## src/rtl/audio_pkg.sv

```systemverilog
// Shared definitions for the SRAM record/playback audio path.
package audio_pkg;

  localparam int unsigned DATA_W = 16;
  localparam int unsigned ADDR_W = 20;

  // The encodings are the o_state values the LCD block decodes; bit 2 marks write mode.
  typedef enum logic [3:0] {
    StIdle  = 4'b1000,
    StStop  = 4'b0000,
    StRec   = 4'b0101,
    StPause = 4'b0110
  } state_e;

endpackage

```

## src/rtl/sram_recorder_if.sv

```systemverilog
// SRAM write bus between the recorder and the SRAM arbiter.
interface sram_recorder_if;
  import audio_pkg::*;

  logic [ADDR_W-1:0] addr;
  logic [DATA_W-1:0] sram_dq;
  logic              sram_we_n;

  modport master (output addr, sram_dq, sram_we_n);
  modport slave  (input  addr, sram_dq, sram_we_n);
endinterface

```

## src/rtl/sram_recorder_i2s_rx.sv

```systemverilog
// Left-channel I2S receiver: LRCK falling-edge detect, one-bit delay, 16-bit MSB-first shift.
module i2s_rx_left
  import audio_pkg::*;
(
  input  logic              i_bclk,
  input  logic              i_rst_n,
  input  logic              i_ADCLRCK,
  input  logic              i_ADCDAT,
  output logic [DATA_W-1:0] o_sample,
  output logic              o_valid
);

  // cnt: 17 = skip the I2S delay bit, 16..1 = bits still to shift, 0 = idle
  localparam logic [4:0] CntDelay = 5'd17;

  logic              lrck_q;
  logic [4:0]        cnt_q, cnt_d;
  logic [DATA_W-1:0] shift_q, shift_d;
  logic              last_q, last_d;
  logic              valid_q;
  logic              fall;

  assign fall = lrck_q & ~i_ADCLRCK;

  // Next-state: a new falling edge always restarts capture at bit 15.
  always_comb begin
    cnt_d   = cnt_q;
    shift_d = shift_q;
    last_d  = 1'b0;
    if (fall) begin
      cnt_d = CntDelay;
    end else if (cnt_q == CntDelay) begin
      cnt_d = 5'd16;
    end else if (cnt_q != 5'd0) begin
      shift_d = {shift_q[DATA_W-2:0], i_ADCDAT};
      cnt_d   = cnt_q - 5'd1;
      last_d  = (cnt_q == 5'd1);
    end
  end

  // Capture registers; valid lags the last shift by one cycle.
  always_ff @(posedge i_bclk or negedge i_rst_n) begin
    if (!i_rst_n) begin
      lrck_q  <= 1'b0;
      cnt_q   <= 5'd0;
      shift_q <= '0;
      last_q  <= 1'b0;
      valid_q <= 1'b0;
    end else begin
      lrck_q  <= i_ADCLRCK;
      cnt_q   <= cnt_d;
      shift_q <= shift_d;
      last_q  <= last_d;
      valid_q <= last_q;
    end
  end

  assign o_sample = shift_q;
  assign o_valid  = valid_q;

endmodule

```

## src/rtl/sram_recorder.sv

```systemverilog
// Records left-channel ADC samples into consecutive SRAM addresses with record/pause/stop.
module sram_recorder
  import audio_pkg::*;
#(
  parameter logic [ADDR_W-1:0] MAX_ADDR = 20'hFFFFF
) (
  input  logic                i_bclk,
  input  logic                i_rst_n,
  input  logic                i_enable,
  input  logic                i_record,
  input  logic                i_stop,
  input  logic                i_ADCLRCK,
  input  logic                i_ADCDAT,
  sram_recorder_if.master     sram,
  output logic [ADDR_W-1:0]   o_end_addr,
  output logic                o_rec_n,
  output logic                o_full,
  output logic [3:0]          o_state
);

  logic [DATA_W-1:0] sample;
  logic              sample_valid;

  i2s_rx_left u_rx (
    .i_bclk    (i_bclk),
    .i_rst_n   (i_rst_n),
    .i_ADCLRCK (i_ADCLRCK),
    .i_ADCDAT  (i_ADCDAT),
    .o_sample  (sample),
    .o_valid   (sample_valid)
  );

  state_e            state_q, state_d;
  logic [ADDR_W-1:0] addr_q, addr_d;
  logic [ADDR_W-1:0] end_q, end_d;
  logic [DATA_W-1:0] dq_q, dq_d;
  logic              we_n_q, we_n_d;
  logic              full_q, full_d;
  logic              wr_done, full_hit, take_start;

  // WE_N is low for exactly one cycle, so the write completes at the following edge.
  assign wr_done    = ~we_n_q;
  assign full_hit   = wr_done && (addr_q == MAX_ADDR);
  assign take_start = (state_q == StStop) && i_enable && i_record;

  // State register.
  always_ff @(posedge i_bclk or negedge i_rst_n) begin
    if (!i_rst_n) state_q <= StIdle;
    else          state_q <= state_d;
  end

  // Next state; priority !i_enable > i_stop > full > i_record.
  always_comb begin
    state_d = state_q;
    unique case (state_q)
      StIdle:  if (i_enable) state_d = StStop;
      StStop: begin
        if (!i_enable)     state_d = StIdle;
        else if (i_record) state_d = StRec;
      end
      StRec: begin
        if (!i_enable)     state_d = StIdle;
        else if (i_stop)   state_d = StStop;
        else if (full_hit) state_d = StStop;
        else if (i_record) state_d = StPause;
      end
      StPause: begin
        if (!i_enable)     state_d = StIdle;
        else if (i_stop)   state_d = StStop;
        else if (full_hit) state_d = StStop;
        else if (i_record) state_d = StRec;
      end
      default: state_d = StIdle;
    endcase
  end

  // State-derived outputs.
  always_comb begin
    o_state = state_q;
    o_rec_n = (state_q != StRec);
  end

  // Write sequencer: latch in the valid cycle, strobe next, then advance the address.
  // An in-flight strobe finishes regardless of state changes.
  always_comb begin
    dq_d   = dq_q;
    we_n_d = 1'b1;
    addr_d = addr_q;
    end_d  = end_q;
    full_d = full_q;
    if (sample_valid && (state_q == StRec)) begin
      dq_d   = sample;
      we_n_d = 1'b0;
    end
    if (wr_done) begin
      if (full_hit) begin
        end_d  = MAX_ADDR;
        full_d = 1'b1;
      end else begin
        addr_d = addr_q + 1'b1;
        end_d  = addr_q + 1'b1;
      end
    end
    if (take_start) begin
      addr_d = '0;
      end_d  = '0;
      full_d = 1'b0;
    end else if ((state_q == StIdle) && !wr_done) begin
      addr_d = '0;
    end
  end

  // Datapath registers; reset releases the write strobe immediately.
  always_ff @(posedge i_bclk or negedge i_rst_n) begin
    if (!i_rst_n) begin
      addr_q <= '0;
      end_q  <= '0;
      dq_q   <= '0;
      we_n_q <= 1'b1;
      full_q <= 1'b0;
    end else begin
      addr_q <= addr_d;
      end_q  <= end_d;
      dq_q   <= dq_d;
      we_n_q <= we_n_d;
      full_q <= full_d;
    end
  end

  assign sram.addr      = addr_q;
  assign sram.sram_dq   = dq_q;
  assign sram.sram_we_n = we_n_q;
  assign o_end_addr     = end_q;
  assign o_full         = full_q;

endmodule

```

## src/flat_wrapper.sv

```systemverilog
// flat-port wrapper written by rule: the top's interface ports become plain ports
module sram_recorder_flat import audio_pkg::*;
#(
  parameter logic [ADDR_W-1:0] MAX_ADDR = 20'hFFFFF
)
  (i_bclk, i_rst_n, i_enable, i_record, i_stop, i_ADCLRCK, i_ADCDAT, o_end_addr, o_rec_n, o_full, o_state, sram_addr, sram_sram_dq, sram_sram_we_n);
  sram_recorder_if sram_i ();
  input  logic i_bclk;
  input  logic i_rst_n;
  input  logic i_enable;
  input  logic i_record;
  input  logic i_stop;
  input  logic i_ADCLRCK;
  input  logic i_ADCDAT;
  output logic [ADDR_W-1:0] o_end_addr;
  output logic o_rec_n;
  output logic o_full;
  output logic [3:0] o_state;
  output wire logic [$bits(sram_i.addr)-1:0] sram_addr;
  output wire logic [$bits(sram_i.sram_dq)-1:0] sram_sram_dq;
  output wire logic [$bits(sram_i.sram_we_n)-1:0] sram_sram_we_n;
  assign sram_addr = sram_i.addr;
  assign sram_sram_dq = sram_i.sram_dq;
  assign sram_sram_we_n = sram_i.sram_we_n;
  sram_recorder #(.MAX_ADDR(MAX_ADDR)) u_core (.i_bclk(i_bclk), .i_rst_n(i_rst_n), .i_enable(i_enable), .i_record(i_record), .i_stop(i_stop), .i_ADCLRCK(i_ADCLRCK), .i_ADCDAT(i_ADCDAT), .sram(sram_i), .o_end_addr(o_end_addr), .o_rec_n(o_rec_n), .o_full(o_full), .o_state(o_state));
endmodule
```

## config.mk

```make
export PLATFORM = sky130hd
export DESIGN_NAME = sram_recorder_flat
export DESIGN_NICKNAME = d
export VERILOG_FILES = /design/src/rtl/audio_pkg.sv /design/src/rtl/sram_recorder_if.sv /design/src/rtl/sram_recorder_i2s_rx.sv /design/src/rtl/sram_recorder.sv /design/src/flat_wrapper.sv
export SDC_FILE = /design/constraint.sdc
export NUM_CORES = 1
export LEC_CHECK = 0
export CAP_MARGIN = 40
export CELL_PAD_IN_SITES_DETAIL_PLACEMENT = 1
export CELL_PAD_IN_SITES_GLOBAL_PLACEMENT = 2
export CORE_MARGIN = 4
export CORE_UTILIZATION = 37
export DETAILED_ROUTE_END_ITERATION = 10
export GPL_TIMING_DRIVEN = 0
export PLACE_DENSITY = 0.83
export SLEW_MARGIN = 25
export SYNTH_ARGS = -nofsm -noshare
export SYNTH_HDL_FRONTEND = slang
export SYNTH_SLANG_ARGS = --single-unit
```

## constraint.sdc

```tcl
create_clock -name i_bclk -period 4.1 [get_ports i_bclk]
set_input_delay 0.82 -clock i_bclk [delete_from_list [all_inputs] [get_ports i_bclk]]
set_output_delay 0.82 -clock i_bclk [all_outputs]
set_load 0.02 [all_outputs]
```

After elaboration in Yosys (flattened, before gate mapping). Index checks and enable logic that the tools add are counted.

Output and inout bits: 63. Input bits: 7. Bits in registers: 86. Word-level logic and storage cells: 71.

Mux-type cells: 28. Equal/unequal tests: 12. Add/subtract/negate cells: 2. Reductions and logical operators: 13. Bitwise gates (word level): 5.

Operators by type and width (number): two-way mux 20 bit (7); two-way mux 4 bit (10); adder 20 x 1 -> 20 bit, second input constant (1); equality test 20 bit, second input constant (1); one-hot mux 4 bit (4 select lines) (1); two-way mux 5 bit (3); equality test 4 x 3 -> 1 bit, second input constant (2); two-way mux 1 bit (7); != test 3 bit, second input constant (2); AND reduction 2 bit (3); equality test 5 x 1 -> 1 bit, second input constant (1); equality test 5 bit, second input constant (1); logical AND 1 bit (5); != test 5 x 4 -> 1 bit, second input constant (1); nonzero test 5 bit (1); subtractor 5 x 1 -> 5 bit, second input constant (1); equality test 4 bit, second input constant (1); logical NOT 4 bit (1); != test 2 bit, second input constant (2); != test 4 x 3 -> 1 bit, second input constant (1); inverter 1 bit (4); AND reduction 3 bit (1); nonzero test 3 bit (1); nonzero test 2 bit (1); bitwise AND 1 bit (1).

Logic depth before layout (Yosys ltp).
Word-level depth: 6. Mapped depth: 9. Gate-level depth less buffers: 6.

Hierarchy. A second synthesis with hierarchy kept.

Cells, all modules: 356. Area total of the unflattened synthesis: 4055.1 sq um.

Modules (own cells, without submodules): sram_recorder (instances 1, area each 2991.6 sq um, seq. area each 1554.0 sq um, cells an instance 283); i2s_rx_left (instances 1, area each 1063.5 sq um, seq. area each 600.6 sq um, cells an instance 73).

Worst setup path after synthesis. Ideal clock, no wire load.

Path kind: input to register. Start: in i_ADCLRCK. End: reg u_core.u_rx.shift_q[0], in the netlist u_core.u_rx.o_sample[0]. Required time: 3975 ps. Stages on the path: 5. Path buffers: 1. Arrival time: 2125 ps. Path slack: 1850 ps. Setup time: 125 ps. Path through: nor2b_1 -> a31o_2 -> a21oi_1 -> buf_2 -> mux2_2.

Longest elaborated chain between the ends: 4.

RTL lines: start: declaration (RTL line flat_wrapper.sv:13) `input logic i_ADCLRCK;`; inverter 1 bit (RTL line sram_recorder_i2s_rx.sv:23) `assign fall = lrck_q & ~i_ADCLRCK;`; bitwise AND 1 bit (RTL line sram_recorder_i2s_rx.sv:23); inverter 1 bit (no source line); AND reduction 3 bit (no source line); end signal: assignment (RTL line sram_recorder_i2s_rx.sv:52) `shift_q <= shift_d;`; end: declaration (RTL line sram_recorder_i2s_rx.sv:18) `logic [DATA_W-1:0] shift_q, shift_d;`.

Every way passes these cells. A chain may end at the register's enable or synchronous reset.

Worst setup path after layout.
Start: in i_ADCLRCK. End: reg u_core.u_rx.shift_q[5], in the netlist u_core.u_rx.o_sample[5].

Same word-level chain as after synthesis.

==> impl_results.html <==
<table>
<tr><th>Metric</th><th>Value</th></tr>
<tr><th colspan="2">Yosys</th></tr>
<tr><td>Cell type with the largest total area after synthesis</td><td>sky130_fd_sc_hd__dfrtp_1</td></tr>
<tr><td>Cell area after synthesis</td><td>3950 sq um</td></tr>
<tr><td>Post-Syn Instances</td><td>352</td></tr>
<tr><td>Post-synthesis async set-or-reset flop share</td><td>100%</td></tr>
<tr><td>Post-synthesis share of cell area spent on xor and xnor gates</td><td>2.66%</td></tr>
<tr><td>Share of synthesized area spent on multiplexers</td><td>under 10%</td></tr>
<tr><td>Number of enable flip-flop cells after synthesis</td><td>0</td></tr>
<tr><td>Share of Yosys cell area claimed by the top area cell type</td><td>between 50% and 60%</td></tr>
<tr><td>Sequential fraction of the synthesis area</td><td>between 50% and 60%</td></tr>
<tr><td>Count of unique library cells instantiated by Yosys</td><td>51</td></tr>
<tr><td>Net count after synthesis</td><td>around 360</td></tr>
<tr><td>Synthesized-area fraction occupied by ao, oa, aoi and oai cells</td><td>~15%</td></tr>
<tr><td>Dominant combinational cell family by area after synthesis</td><td>compound AO/OA/AOI/OAI gates</td></tr>
<tr><td>Avg Inst Size Synth</td><td>approximately 11 sq um</td></tr>
<tr><td>Primary flip-flop cell chosen by synthesis mapping</td><td>sky130_fd_sc_hd__dfrtp_1</td></tr>
<tr><td>Number of warnings printed during yosys synthesis</td><td>0</td></tr>
<tr><td>Adder and majority gate portion of the synthesized area</td><td>0.950%</td></tr>
<tr><td>Area fraction in and, or, nand and nor cells after synthesis</td><td>14.0%</td></tr>
<tr><td>Seq cells post-synth</td><td>86</td></tr>
<tr><td>Dominant cells by area after synthesis</td><td>sky130_fd_sc_hd__dfrtp_1 53%, sky130_fd_sc_hd__mux2_2 9.4%, sky130_fd_sc_hd__o21ai_0 3.5%</td></tr>
<tr><th colspan="2">Placed design</th></tr>
<tr><td>Placed Cells</td><td>558</td></tr>
<tr><td>Total of buffers placed on input and output ports</td><td>between 60 and 70</td></tr>
<tr><td>Estimated wirelength of the detail-placed design</td><td>7400 um</td></tr>
<tr><td>DP Area</td><td>4840 sq um</td></tr>
<tr><td>Last weighted congestion value of the routability-driven placer</td><td>between 0.8 and 0.9</td></tr>
<tr><th colspan="2">STA</th></tr>
<tr><td>RSZ-0062 raised after global routing</td><td>false</td></tr>
<tr><td>Fmax achieved</td><td>376 MHz</td></tr>
<tr><td>Final number of hold-violating endpoints</td><td>0</td></tr>
<tr><td>Final Max Slew Viols</td><td>0</td></tr>
<tr><td>Relative slew margins</td><td>45.6%</td></tr>
<tr><td>Final setup skew</td><td>between 0.01 and 0.015 ns</td></tr>
<tr><td>Clock period minus worst slack</td><td>roughly 2.7 ns</td></tr>
<tr><td>Transition time at the pin with the least slew margin</td><td>just over 0.8 ns</td></tr>
<tr><td># setup viols final</td><td>0</td></tr>
<tr><td>Post-route clock period utilization</td><td>64.8%</td></tr>
<tr><th colspan="2">Die</th></tr>
<tr><td>Initial standard-cell utilization of the core</td><td>a little under two fifths</td></tr>
<tr><td>Die Ht</td><td>approximately 110 um</td></tr>
<tr><td>Number of core rows</td><td>37</td></tr>
<tr><td>Number of top-level pins</td><td>70</td></tr>
<tr><td>Die span in x</td><td>111 um</td></tr>
<tr><td>CORE AREA</td><td>between 10000 and 15000 sq um</td></tr>
<tr><td>Total Die Area</td><td>roughly 12000 sq um</td></tr>
<tr><th colspan="2">Detailed routing</th></tr>
<tr><td>Via/cell ratio</td><td>roughly 5.3</td></tr>
<tr><td>Number of search-and-repair iterations in the first detailed-routing pass</td><td>4</td></tr>
<tr><td>Wire per inst</td><td>17.8 um</td></tr>
<tr><td>Initial detailed-routing violation count</td><td>between 80 and 90</td></tr>
<tr><td>Remaining routing DRC violations</td><td>0</td></tr>
<tr><td>Total Routed Length</td><td>between 10000 and 15000 um</td></tr>
<tr><td>DR vias</td><td>~3000</td></tr>
<tr><td>Number of nets with antenna violations after detailed routing</td><td>0</td></tr>
<tr><th colspan="2">Clocking</th></tr>
<tr><td>Clock buffer depth</td><td>2</td></tr>
<tr><td>Number of buffers created by CTS</td><td>9</td></tr>
<tr><td>Number of buffers inserted by post-CTS setup repair</td><td>0</td></tr>
<tr><td># hold bufs at CTS</td><td>0</td></tr>
<tr><td>Insertion delay of the later-clocked pin in the worst-skew pair</td><td>around 0.36 ns</td></tr>
<tr><td>Post_cts resized</td><td>0</td></tr>
<tr><td>Clock tree from TritonCTS</td><td>done</td></tr>
<tr><td>Clock Sinks</td><td>86</td></tr>
<tr><td>Clock-pin slew on the worst setup and hold paths</td><td>around 0.1 ns</td></tr>
<tr><td>Depth of the CTS H-tree</td><td>3</td></tr>
<tr><td>CTS Root Buffer Type</td><td>sky130_fd_sc_hd__clkbuf_8</td></tr>
<tr><th colspan="2">Worst setup path</th></tr>
<tr><td>Cell-by-cell trace of the critical path</td><td>clkdlybuf4s50_1 -&gt; nor2b_1 -&gt; a31o_2 -&gt; a21oi_1 -&gt; buf_2 -&gt; mux2_2</td></tr>
<tr><td>Stage delay of the slowest cell on the critical path</td><td>0.52 ns</td></tr>
<tr><td>Critical Path Source Type</td><td>input port</td></tr>
<tr><td>Classification of the worst setup path</td><td>in -&gt; reg</td></tr>
<tr><td>Slowest cell on the critical path</td><td>sky130_fd_sc_hd__a21oi_1</td></tr>
<tr><td>Slack of the worst reg-to-reg path</td><td>around 1.6 ns</td></tr>
<tr><td>Worst-path fanout max</td><td>10</td></tr>
<tr><td>Required time worst endpoint</td><td>roughly 4.4 ns</td></tr>
<tr><td>Arrival time of data at the critical path endpoint</td><td>between 2 and 3 ns</td></tr>
<tr><td>Crit. End Element</td><td>flip-flop</td></tr>
<tr><th colspan="2">Layout</th></tr>
<tr><td>Layout cells sized above 1</td><td>around 16%</td></tr>
<tr><td>Number of nets in the final layout</td><td>443</td></tr>
<tr><td>Most used cells in the layout excluding fill and tap cells</td><td>84 x sky130_fd_sc_hd__dfrtp_1, 68 x sky130_fd_sc_hd__clkdlybuf4s50_1, 33 x sky130_fd_sc_hd__mux2_2</td></tr>
<tr><td>Final-layout fill cell count</td><td>approximately 1100</td></tr>
<tr><td>Ant diodes</td><td>0</td></tr>
<tr><td>Relative area change from synthesis to final layout</td><td>27.6%</td></tr>
<tr><td>Final std cells w/o fill</td><td>~570</td></tr>
<tr><td>Post-route cell area</td><td>5040 sq um</td></tr>
<tr><td>Most common cell after layout, fill and taps aside</td><td>sky130_fd_sc_hd__dfrtp_1</td></tr>
<tr><th colspan="2">Status</th></tr>
<tr><td>Status</td><td>complete, no violations</td></tr>
<tr><th colspan="2">GRT</th></tr>
<tr><td>Vias in the first global route</td><td>around 3300</td></tr>
<tr><td>Total gr overflow</td><td>0</td></tr>
<tr><td>Initial antenna violation count</td><td>0</td></tr>
<tr><td>Pin count of the biggest net entering global routing</td><td>between 50 and 60</td></tr>
<tr><td>Tot GR Track Use</td><td>roughly 17%</td></tr>
<tr><td>First-pass GRT wire length</td><td>approximately 17000 um</td></tr>
<tr><th colspan="2">Pwr</th></tr>
<tr><td>Leak Pwr</td><td>2.24 nW</td></tr>
<tr><td>Peak ir drop on the vdd network</td><td>between 0.0002 and 0.0003 V</td></tr>
<tr><td>Power per standard cell area</td><td>401 nW/um^2</td></tr>
<tr><th colspan="2">Worst hold path</th></tr>
<tr><td>Worst hold-check path type</td><td>in -&gt; async</td></tr>
<tr><th colspan="2">Run</th></tr>
<tr><td>Reported max-cap violation count</td><td>0</td></tr>
</table>
-- path summary, 6_finish.rpt --
path | startpoint | endpoint | cells past startpoint
max | i_ADCLRCK | u_core.u_rx.o_sample[5]$_DFFE_PN0P_ | 6
min | i_rst_n | u_core.sram.addr[16]$_DFFE_PN0P_ | 1
max reg2reg | u_core.sram.addr[0]$_DFFE_PN0P_ | u_core.o_end_addr[16]$_DFFE_PN0P_ | 7
min reg2reg | u_core.u_rx.last_q$_DFF_PN0_ | u_core.u_rx.o_valid$_DFF_PN0_ | 0
max in group asynchronous | i_rst_n | u_core.sram.sram_we_n$_DFF_PN1_ | 2
min in group i_bclk | u_core.u_rx.last_q$_DFF_PN0_ | u_core.u_rx.o_valid$_DFF_PN0_ | 0
-- flip-flops by register name (all words and copies together) (netlist names) --
register / count
u_core.o_end_addr: 20
u_core.o_full: 1
u_core.sram.addr: 20
u_core.u_rx.o_valid: 1
u_core.o_state: 4
u_core.sram.sram_dq: 16
u_core.u_rx.last_q: 1
u_core.sram.sram_we_n: 1
u_core.u_rx.lrck_q: 1
u_core.u_rx.cnt_q: 5
u_core.u_rx.o_sample: 16
-- report_power, final --
part	total, mW	switching [mW]	leakage, nW	internal [mW]
Combinational	0.380	0.183	0.993	0.197
Sequential	1.05	0.0836	1.15	0.962
Clock	0.597	0.357	0.0981	0.240
Total	2.02	0.624	2.24	1.40
-- synth_stat cells, drive strengths merged, types with 6 or more instances --
cell / count
a21o: 7
nor3: 15
or3: 6
nor2: 15
o21ai: 31
mux2: 33
and3: 8
a21oi: 19
xor2: 9
nand2: 13
dfrtp: 84
inv: 8
nand3: 16
a31oi: 8
clkbuf: 9
buf: 9
-- kinds of logic after synthesis --
family                   count (synthesis)
buffers and inverters                   26
AO/OA/AOI/OAI                           91
AND/OR/NAND/NOR                        100
adder cells (fa/ha/maj)                  3
flip-flops                              86
multiplexers                            34
XOR/XNOR                                12
-- final cells by class --
class                   instances  area (sq um)  area share (%)
clock buffers                   9           124            2.46
flip-flops and latches         86          2150            42.8
inverters                       8          30.0           0.596
plain buffers                  18           105            2.09
well taps                     136           170            3.38
multi-input cells             240          1660            33.0
repair buffers                 70           719            14.3
clock inverters                 7          75.1            1.49
-- metrics by stage --
stage                     worst slack (ns)  setup TNS, ns  total power, mW  hold slack (ns)  util, %
after floorplan                       1.85              0             1.32            0.331        -
after global placement              -0.974         -81.17             1.42            0.332     46.4
after detailed placement              1.02              0             1.45            0.340     46.7
after CTS                             1.43              0             2.06            0.322     48.6
after global routing                  1.30              0             2.14            0.335     48.6
final                                 1.44              0             2.02            0.330     48.6
-- metal layers --
| layer | share of wire (%) | wire (um) | global-route usage (%) | vias to the layer above |
|---|---|---|---|---|
| met5 | 0 | 0 | 0 | - |
| li1 | - | - | - | 1450 |
| met2 | 51 | 5170 | 29.3 | 63 |
| met4 | 1.4 | 146 | 6.16 | 0 |
| met3 | 5.9 | 607 | 4.48 | 12 |
| met1 | 42 | 4300 | 20.6 | 1526 |
-- worst max-delay path, delay by kind of cell --
family | cells | cell delay (ns)
muxes | 1 | 0.37
buffers and inverters | 2 | 0.84
AOI/OAI and AO/OA | 2 | 0.78
and+or+nand+nor | 1 | 0.08
Power figures use the tool's default switching activity.
